File: src/rtl/ram_toggle_port_if.sv
// ram_toggle_port_if: toggle-handshake requester port.
// master drives req/a/ds/we/d, slave returns ack/q.
interface ram_toggle_port_if #(
  parameter int AW = 15
);
  logic          req;
  logic          ack;
  logic [AW-1:0] a;
  logic [1:0]    ds;
  logic          we;
  logic [15:0]   d;
  logic [15:0]   q;

  modport master (
    output req, a, ds, we, d,
    input  ack, q
  );

  modport slave (
    input  req, a, ds, we, d,
    output ack, q
  );
endinterface

File: src/rtl/ram_toggle_port.sv
// ram_toggle_port: two toggle-handshake ports sharing one sync RAM.
// Ports: clk_sys, reset (sync, active-high); port1/port2 slave
// handshakes (req/ack toggles, a, ds, we, d, q); mem_en/we/addr/
// be/din out, mem_dout in. Macro RAM_TOGGLE_PORT2_EN builds port2.
module ram_toggle_port #(
  parameter int AW     = 15,
  parameter int RD_LAT = 2
) (
  input  logic              clk_sys,
  input  logic              reset,
  ram_toggle_port_if.slave  port1,
  ram_toggle_port_if.slave  port2,
  output logic              mem_en,
  output logic              mem_we,
  output logic [AW-1:0]     mem_addr,
  output logic [1:0]        mem_be,
  output logic [15:0]       mem_din,
  input  logic [15:0]       mem_dout
);

  typedef enum logic [1:0] {
    S_IDLE,
    S_ISSUE,
    S_RDWAIT
  } state_t;

  state_t        r_state;
  state_t        w_next;
  logic [AW-1:0] r_a;
  logic [1:0]    r_ds;
  logic          r_we;
  logic [15:0]   r_d;
  logic [2:0]    r_cnt;
  logic          r_ack1;
  logic [15:0]   r_q1;
  logic          w_p1_pend;
  logic          w_take;
  logic          w_done_wr;
  logic          w_done_rd;

  assign w_p1_pend = port1.req != r_ack1;
  assign port1.ack = r_ack1;
  assign port1.q   = r_q1;

`ifdef RAM_TOGGLE_PORT2_EN
  logic        r_ack2;
  logic [15:0] r_q2;
  logic        r_id;
  logic        w_p2_pend;
  logic        w_sel2;

  assign w_p2_pend = port2.req != r_ack2;
  // port2 only wins when port1 has nothing pending
  assign w_sel2    = ~w_p1_pend & w_p2_pend;
  assign w_take    = w_p1_pend | w_p2_pend;
  assign port2.ack = r_ack2;
  assign port2.q   = r_q2;
`else
  logic w_unused_p2;

  assign w_take      = w_p1_pend;
  assign port2.ack   = port2.req;
  assign port2.q     = '0;
  assign w_unused_p2 = ^{port2.a, port2.ds, port2.we, port2.d};
`endif

  assign w_done_wr = (r_state == S_ISSUE) & r_we;
  assign w_done_rd = (r_state == S_RDWAIT) & (r_cnt == 3'd0);

  always_comb begin
    w_next   = r_state;
    mem_en   = 1'b0;
    mem_we   = 1'b0;
    mem_addr = '0;
    mem_be   = 2'b00;
    mem_din  = 16'h0000;
    unique case (r_state)
      S_IDLE: begin
        if (w_take) w_next = S_ISSUE;
      end
      S_ISSUE: begin
        w_next = r_we ? S_IDLE : S_RDWAIT;
        if (!reset) begin
          mem_en   = 1'b1;
          // empty byte mask keeps write timing but never writes
          mem_we   = r_we & (r_ds != 2'b00);
          mem_addr = r_a;
          mem_be   = r_ds;
          mem_din  = r_d;
        end
      end
      S_RDWAIT: begin
        if (r_cnt == 3'd0) w_next = S_IDLE;
      end
      default: w_next = S_IDLE;
    endcase
  end

  always_ff @(posedge clk_sys) begin
    if (reset) begin
      r_state <= S_IDLE;
      r_a     <= '0;
      r_ds    <= 2'b00;
      r_we    <= 1'b0;
      r_d     <= 16'h0000;
      r_cnt   <= 3'd0;
      // track req so nothing is pending at release
      r_ack1  <= port1.req;
      r_q1    <= 16'h0000;
`ifdef RAM_TOGGLE_PORT2_EN
      r_ack2  <= port2.req;
      r_q2    <= 16'h0000;
      r_id    <= 1'b0;
`endif
    end else begin
      r_state <= w_next;
      if (r_state == S_IDLE && w_take) begin
`ifdef RAM_TOGGLE_PORT2_EN
        if (w_sel2) begin
          r_a  <= port2.a;
          r_ds <= port2.ds;
          r_we <= port2.we;
          r_d  <= port2.d;
          r_id <= 1'b1;
        end else begin
          r_a  <= port1.a;
          r_ds <= port1.ds;
          r_we <= port1.we;
          r_d  <= port1.d;
          r_id <= 1'b0;
        end
`else
        r_a  <= port1.a;
        r_ds <= port1.ds;
        r_we <= port1.we;
        r_d  <= port1.d;
`endif
      end
      if (r_state == S_ISSUE)
        r_cnt <= 3'(RD_LAT - 1);
      else if (r_state == S_RDWAIT)
        r_cnt <= r_cnt - 3'd1;
`ifdef RAM_TOGGLE_PORT2_EN
      if (w_done_wr | w_done_rd) begin
        if (r_id) r_ack2 <= ~r_ack2;
        else      r_ack1 <= ~r_ack1;
      end
      if (w_done_rd) begin
        if (r_id) r_q2 <= mem_dout;
        else      r_q1 <= mem_dout;
      end
`else
      if (w_done_wr | w_done_rd)
        r_ack1 <= ~r_ack1;
      if (w_done_rd)
        r_q1 <= mem_dout;
`endif
    end
  end

endmodule

File: src/flat_wrapper.sv
// flat-port wrapper written by rule: the top's interface ports become plain ports
module ram_toggle_port_flat 
#(
  parameter int AW     = 15,
  parameter int RD_LAT = 2
)
  (clk_sys, reset, mem_en, mem_we, mem_addr, mem_be, mem_din, mem_dout, port1_req, port1_a, port1_ds, port1_we, port1_d, port1_ack, port1_q, port2_req, port2_a, port2_ds, port2_we, port2_d, port2_ack, port2_q);
  ram_toggle_port_if #(.AW(AW)) port1_i ();
  ram_toggle_port_if #(.AW(AW)) port2_i ();
  input  logic clk_sys;
  input  logic reset;
  output logic mem_en;
  output logic mem_we;
  output logic [AW-1:0] mem_addr;
  output logic [1:0] mem_be;
  output logic [15:0] mem_din;
  input  logic [15:0] mem_dout;
  input wire logic [$bits(port1_i.req)-1:0] port1_req;
  input wire logic [$bits(port1_i.a)-1:0] port1_a;
  input wire logic [$bits(port1_i.ds)-1:0] port1_ds;
  input wire logic [$bits(port1_i.we)-1:0] port1_we;
  input wire logic [$bits(port1_i.d)-1:0] port1_d;
  output wire logic [$bits(port1_i.ack)-1:0] port1_ack;
  output wire logic [$bits(port1_i.q)-1:0] port1_q;
  input wire logic [$bits(port2_i.req)-1:0] port2_req;
  input wire logic [$bits(port2_i.a)-1:0] port2_a;
  input wire logic [$bits(port2_i.ds)-1:0] port2_ds;
  input wire logic [$bits(port2_i.we)-1:0] port2_we;
  input wire logic [$bits(port2_i.d)-1:0] port2_d;
  output wire logic [$bits(port2_i.ack)-1:0] port2_ack;
  output wire logic [$bits(port2_i.q)-1:0] port2_q;
  assign port1_i.req = port1_req;
  assign port1_i.a = port1_a;
  assign port1_i.ds = port1_ds;
  assign port1_i.we = port1_we;
  assign port1_i.d = port1_d;
  assign port1_ack = port1_i.ack;
  assign port1_q = port1_i.q;
  assign port2_i.req = port2_req;
  assign port2_i.a = port2_a;
  assign port2_i.ds = port2_ds;
  assign port2_i.we = port2_we;
  assign port2_i.d = port2_d;
  assign port2_ack = port2_i.ack;
  assign port2_q = port2_i.q;
  ram_toggle_port #(.AW(AW), .RD_LAT(RD_LAT)) u_core (.clk_sys(clk_sys), .reset(reset), .port1(port1_i), .port2(port2_i), .mem_en(mem_en), .mem_we(mem_we), .mem_addr(mem_addr), .mem_be(mem_be), .mem_din(mem_din), .mem_dout(mem_dout));
endmodule
File: config.mk
export PLATFORM = sky130hd
export DESIGN_NAME = ram_toggle_port_flat
export DESIGN_NICKNAME = d
export VERILOG_FILES = /design/src/rtl/ram_toggle_port_if.sv /design/src/rtl/ram_toggle_port.sv /design/src/flat_wrapper.sv
export SDC_FILE = /design/constraint.sdc
export NUM_CORES = 1
export LEC_CHECK = 0
export CORE_MARGIN = 1
export CORE_UTILIZATION = 40
export DETAILED_ROUTE_END_ITERATION = 12
export PLACE_DENSITY = 0.85
export SLEW_MARGIN = 0
export SYNTH_ARGS = -nofsm -noshare
export SYNTH_HDL_FRONTEND = slang
export SYNTH_SLANG_ARGS = --single-unit
File: constraint.sdc
create_clock -name clk_sys -period 4.5 [get_ports clk_sys]
set_input_delay 0.45 -clock clk_sys [delete_from_list [all_inputs] [get_ports clk_sys]]
set_output_delay 0.45 -clock clk_sys [all_outputs]
set_load 0.02 [all_outputs]
==> results.yml <==
routing:
  drt_first_pass_iters: 4
  vias_per_cell: 5.014
  drc: 0
  drtIter0Drc: 159
  wl_per_cell_um: 12.95
  ant_nets: 0
  wirelength_um: 6294
  vias: 2437
outcome:
  status: "complete, no violations"
grt:
  grt_util_all_layers_pct: 18.74
  grt_first_pass_wirelength_um: 10740
  grt_max_degree: 61
  grt_pass1_vias: 2466
  antenna_found_initial: 0
  overflow: 0
sta:
  grt_setup_unrepaired: "no"
  fin_skew_ns: 0.007379
  period_minus_slack_ns: 3.231
  hold_violations: 0
  tns_ns: 0
  period_share_pct: 71.79
  layout_setup_ws_ns: 1.269
  tightest_slew_ns: 1.070
  finalSetupViolations: 0
  timing.final.max_slew_violations: 0
  slew_headroom_pct: 28.35
  max_freq_ghz: 0.3095
critical_path:
  critical_path_class: "flop to primary output"
  path_max_fanout: 35
  reg2reg_setup_slack_ns: 2.71
  r2r-end: "u_core.r_a[1]"
  cp_cell_sequence: "inv_1 -> ha_1 -> nor2b_2 -> o211a_1 -> clkdlybuf4s50_1"
  end_kind: "primary output"
  cpPeakStageDelay_ns: 0.90
  reg2regPathDepth: 5
  worstPathRequired_ns: 4.05
  worst_path_max_delay_cell: "nor2b_2"
  cp-start-kind: "flop"
  r2r_start: "u_core.r_state[0]"
  arrival_ns: 2.78
place:
  globalplace.congestion: 0.6918
  dp_hpwl_um: 4098
  pre_cts_ws_ns: 1.595
  port_buffers: 104
synthesis:
  avgSynthCellArea_um2: 8.185
  synth-edff-count: 1
  synth_seq_cells: 56
  synth_top_area_share_pct: 41.90
  ys.flop_type: "dfxtp_1"
  synth_xor_area_share_pct: 1.571
  synth_top_area_cell: "dfxtp_1"
  synthArstFlopShare_pct: 0
  synth_fa_ha_area_share_pct: 2.381
  synth_top_family_by_area: "simple AND/OR/NAND/NOR gates"
  yosys-mux-area-fraction_pct: 0.3810
  syn_area_um2: 2628
  ys_top_cells_by_count: "55 x dfxtp_1, 51 x a21oi_1, 38 x nand2_1, 34 x nand3_1, 33 x and2_1"
  synth.most_common_cell: "dfxtp_1"
  synth_cells: 321
  yosysUniqueCellTypes: 32
  synth-compound-area-share_pct: 18.00
  synth-seq-area-share_pct: 43.05
  synthSimpleGateAreaFrac_pct: 22.05
  synth_area_leaders: "dfxtp_1 42%, a21oi_1 9.7%, and2_1 7.9%"
  ys_warn_count: 0
die:
  ios: 157
  die_x_um: 83.05
  fp-row-count: 29
  chipHeight_um: 83.05
  start_util_pct: 41.38
  dieArea_um2: 6897
  core-area_um2: 6350
finish:
  diodes: 0
  multi_input_area_um2: 1229
  layout-drive-gt1-share_pct: 3.912
  seqCellArea_um2: 1131
  final_nets: 501
  nFillCells: 577
  final_util_pct: 57.28
  area_delta_synth_final_pct: 38.43
min_path:
  holdPathEnd: "u_core.port1.q[0]"
  hp-start: "u_core.port1.q[0]"
  whs_path_depth: 2
  hold_class: "flop to flop"
pwr:
  vdd_ir_drop_max_v: 0.0001723
  p_leak_nw: 1.352
  p_per_area_nw_per_um2: 349.6
clock_tree:
  clk_latency_ns: 0.30
  postCtsResizedCells: 0
  cts_made_buffers: 5
  clkSinkCount: 56
  htreeDepth: 2
  postCtsHoldBufs: 0
  post-cts-setup-buffers: 0
  cts_buffer_depth: 2
  cts_tree: "yes"
  cts_root_buf: "clkbuf_8"
  clk_pin_slew_ns: 0.10
job:
  cap_viol_max_count: 0
sequential cells by signal (all words and copies together), names as in the netlist:
| name | count |
|---|---|
| u_core.r_d | 16 |
| u_core.r_cnt | 3 |
| u_core.r_we | 1 |
| u_core.r_state | 2 |
| u_core.r_a | 15 |
| u_core.port1.ack | 1 |
| u_core.r_ds | 2 |
| u_core.port1.q | 16 |
cell usage in the layout, fill, tap and decap left out, drive strengths merged:
| cell type | instances |
|---|---|
| a2111oi | 1 |
| a21o | 1 |
| a21oi | 51 |
| a22oi | 1 |
| and2 | 33 |
| and3b | 1 |
| buf | 5 |
| clkbuf | 6 |
| clkdlybuf4s50 | 103 |
| clkinv | 1 |
| conb | 16 |
| dfxtp | 55 |
| edfxtp | 1 |
| ha | 5 |
| inv | 6 |
| mux2i | 1 |
| nand2 | 38 |
| nand2b | 2 |
| nand3 | 34 |
| nand3b | 1 |
| nor2 | 4 |
| nor2b | 1 |
| nor3 | 2 |
| o211a | 1 |
| o21ai | 35 |
| o32ai | 1 |
| xnor2 | 1 |
| xor2 | 2 |
cells by family after synthesis:
kind of cell	count (synthesis)
buf+inv	48
mux	1
fa+ha+maj	5
simple gates	116
xor+xnor	3
flops	56
compound gates	91
other cells	1
per-layer routing:
layer / vias to the layer above / global-route usage, % / routed length (um)
met2: 92 / 33.46 / 3138
li1: 1214 / - / -
met5: - / 0 / 0
met4: 0 / 7.367 / 128
met1: 1117 / 20.63 / 2582
met3: 14 / 5.765 / 445
stage by stage:
step / hold slack (ns) / instance area (um2) / power, mW / std cells
2_1_floorplan: 0.4460 / 2684 / 0.8942 / 336
3_3_place_gp: 0.4409 / 3541 / 0.9824 / 478
3_5_place_dp: 0.4491 / 3541 / 0.9995 / 478
4_1_cts: 0.4635 / 3637 / 1.284 / 486
5_1_grt: 0.4884 / 3637 / 1.356 / 486
6_report: 0.4602 / 3637 / 1.272 / 486
worst max path at each step:
stage	from	endpoint	depth (start not counted)
2_1_floorplan	u_core.r_state[1]	mem_we	5
3_5_place_dp	u_core.r_state[1]	mem_we	5
6_report	u_core.r_state[1]	mem_we	5
3_3_place_gp	u_core.r_state[1]	mem_we	5
4_1_cts	u_core.r_state[1]	mem_we	5
5_1_grt	u_core.r_state[1]	mem_we	5
power breakdown:
part | internal (mW) | total, mW | switching (mW)
sequential | 0.560 | 0.591 | 0.0304
combinational | 0.156 | 0.396 | 0.240
clock | 0.126 | 0.284 | 0.158
area by class of cell:
cell class	instances	area share [%]
clock buffers	6	2.270
multi-input cells	232	33.78
repair buffers	108	29.31
well taps	77	2.649
flip-flops and latches	56	31.10
clock inverters	2	0.3784
inverters	5	0.5160
worst max-delay path: cells and delay by family (launching register included):
kind,cells,cell delay [ns]
simple gates,1,0.90
buf+inv,2,0.69
flops,1,0.34
fa+ha+maj,1,0.27
compound gates,1,0.27
(Power assumes the default switching activity.)
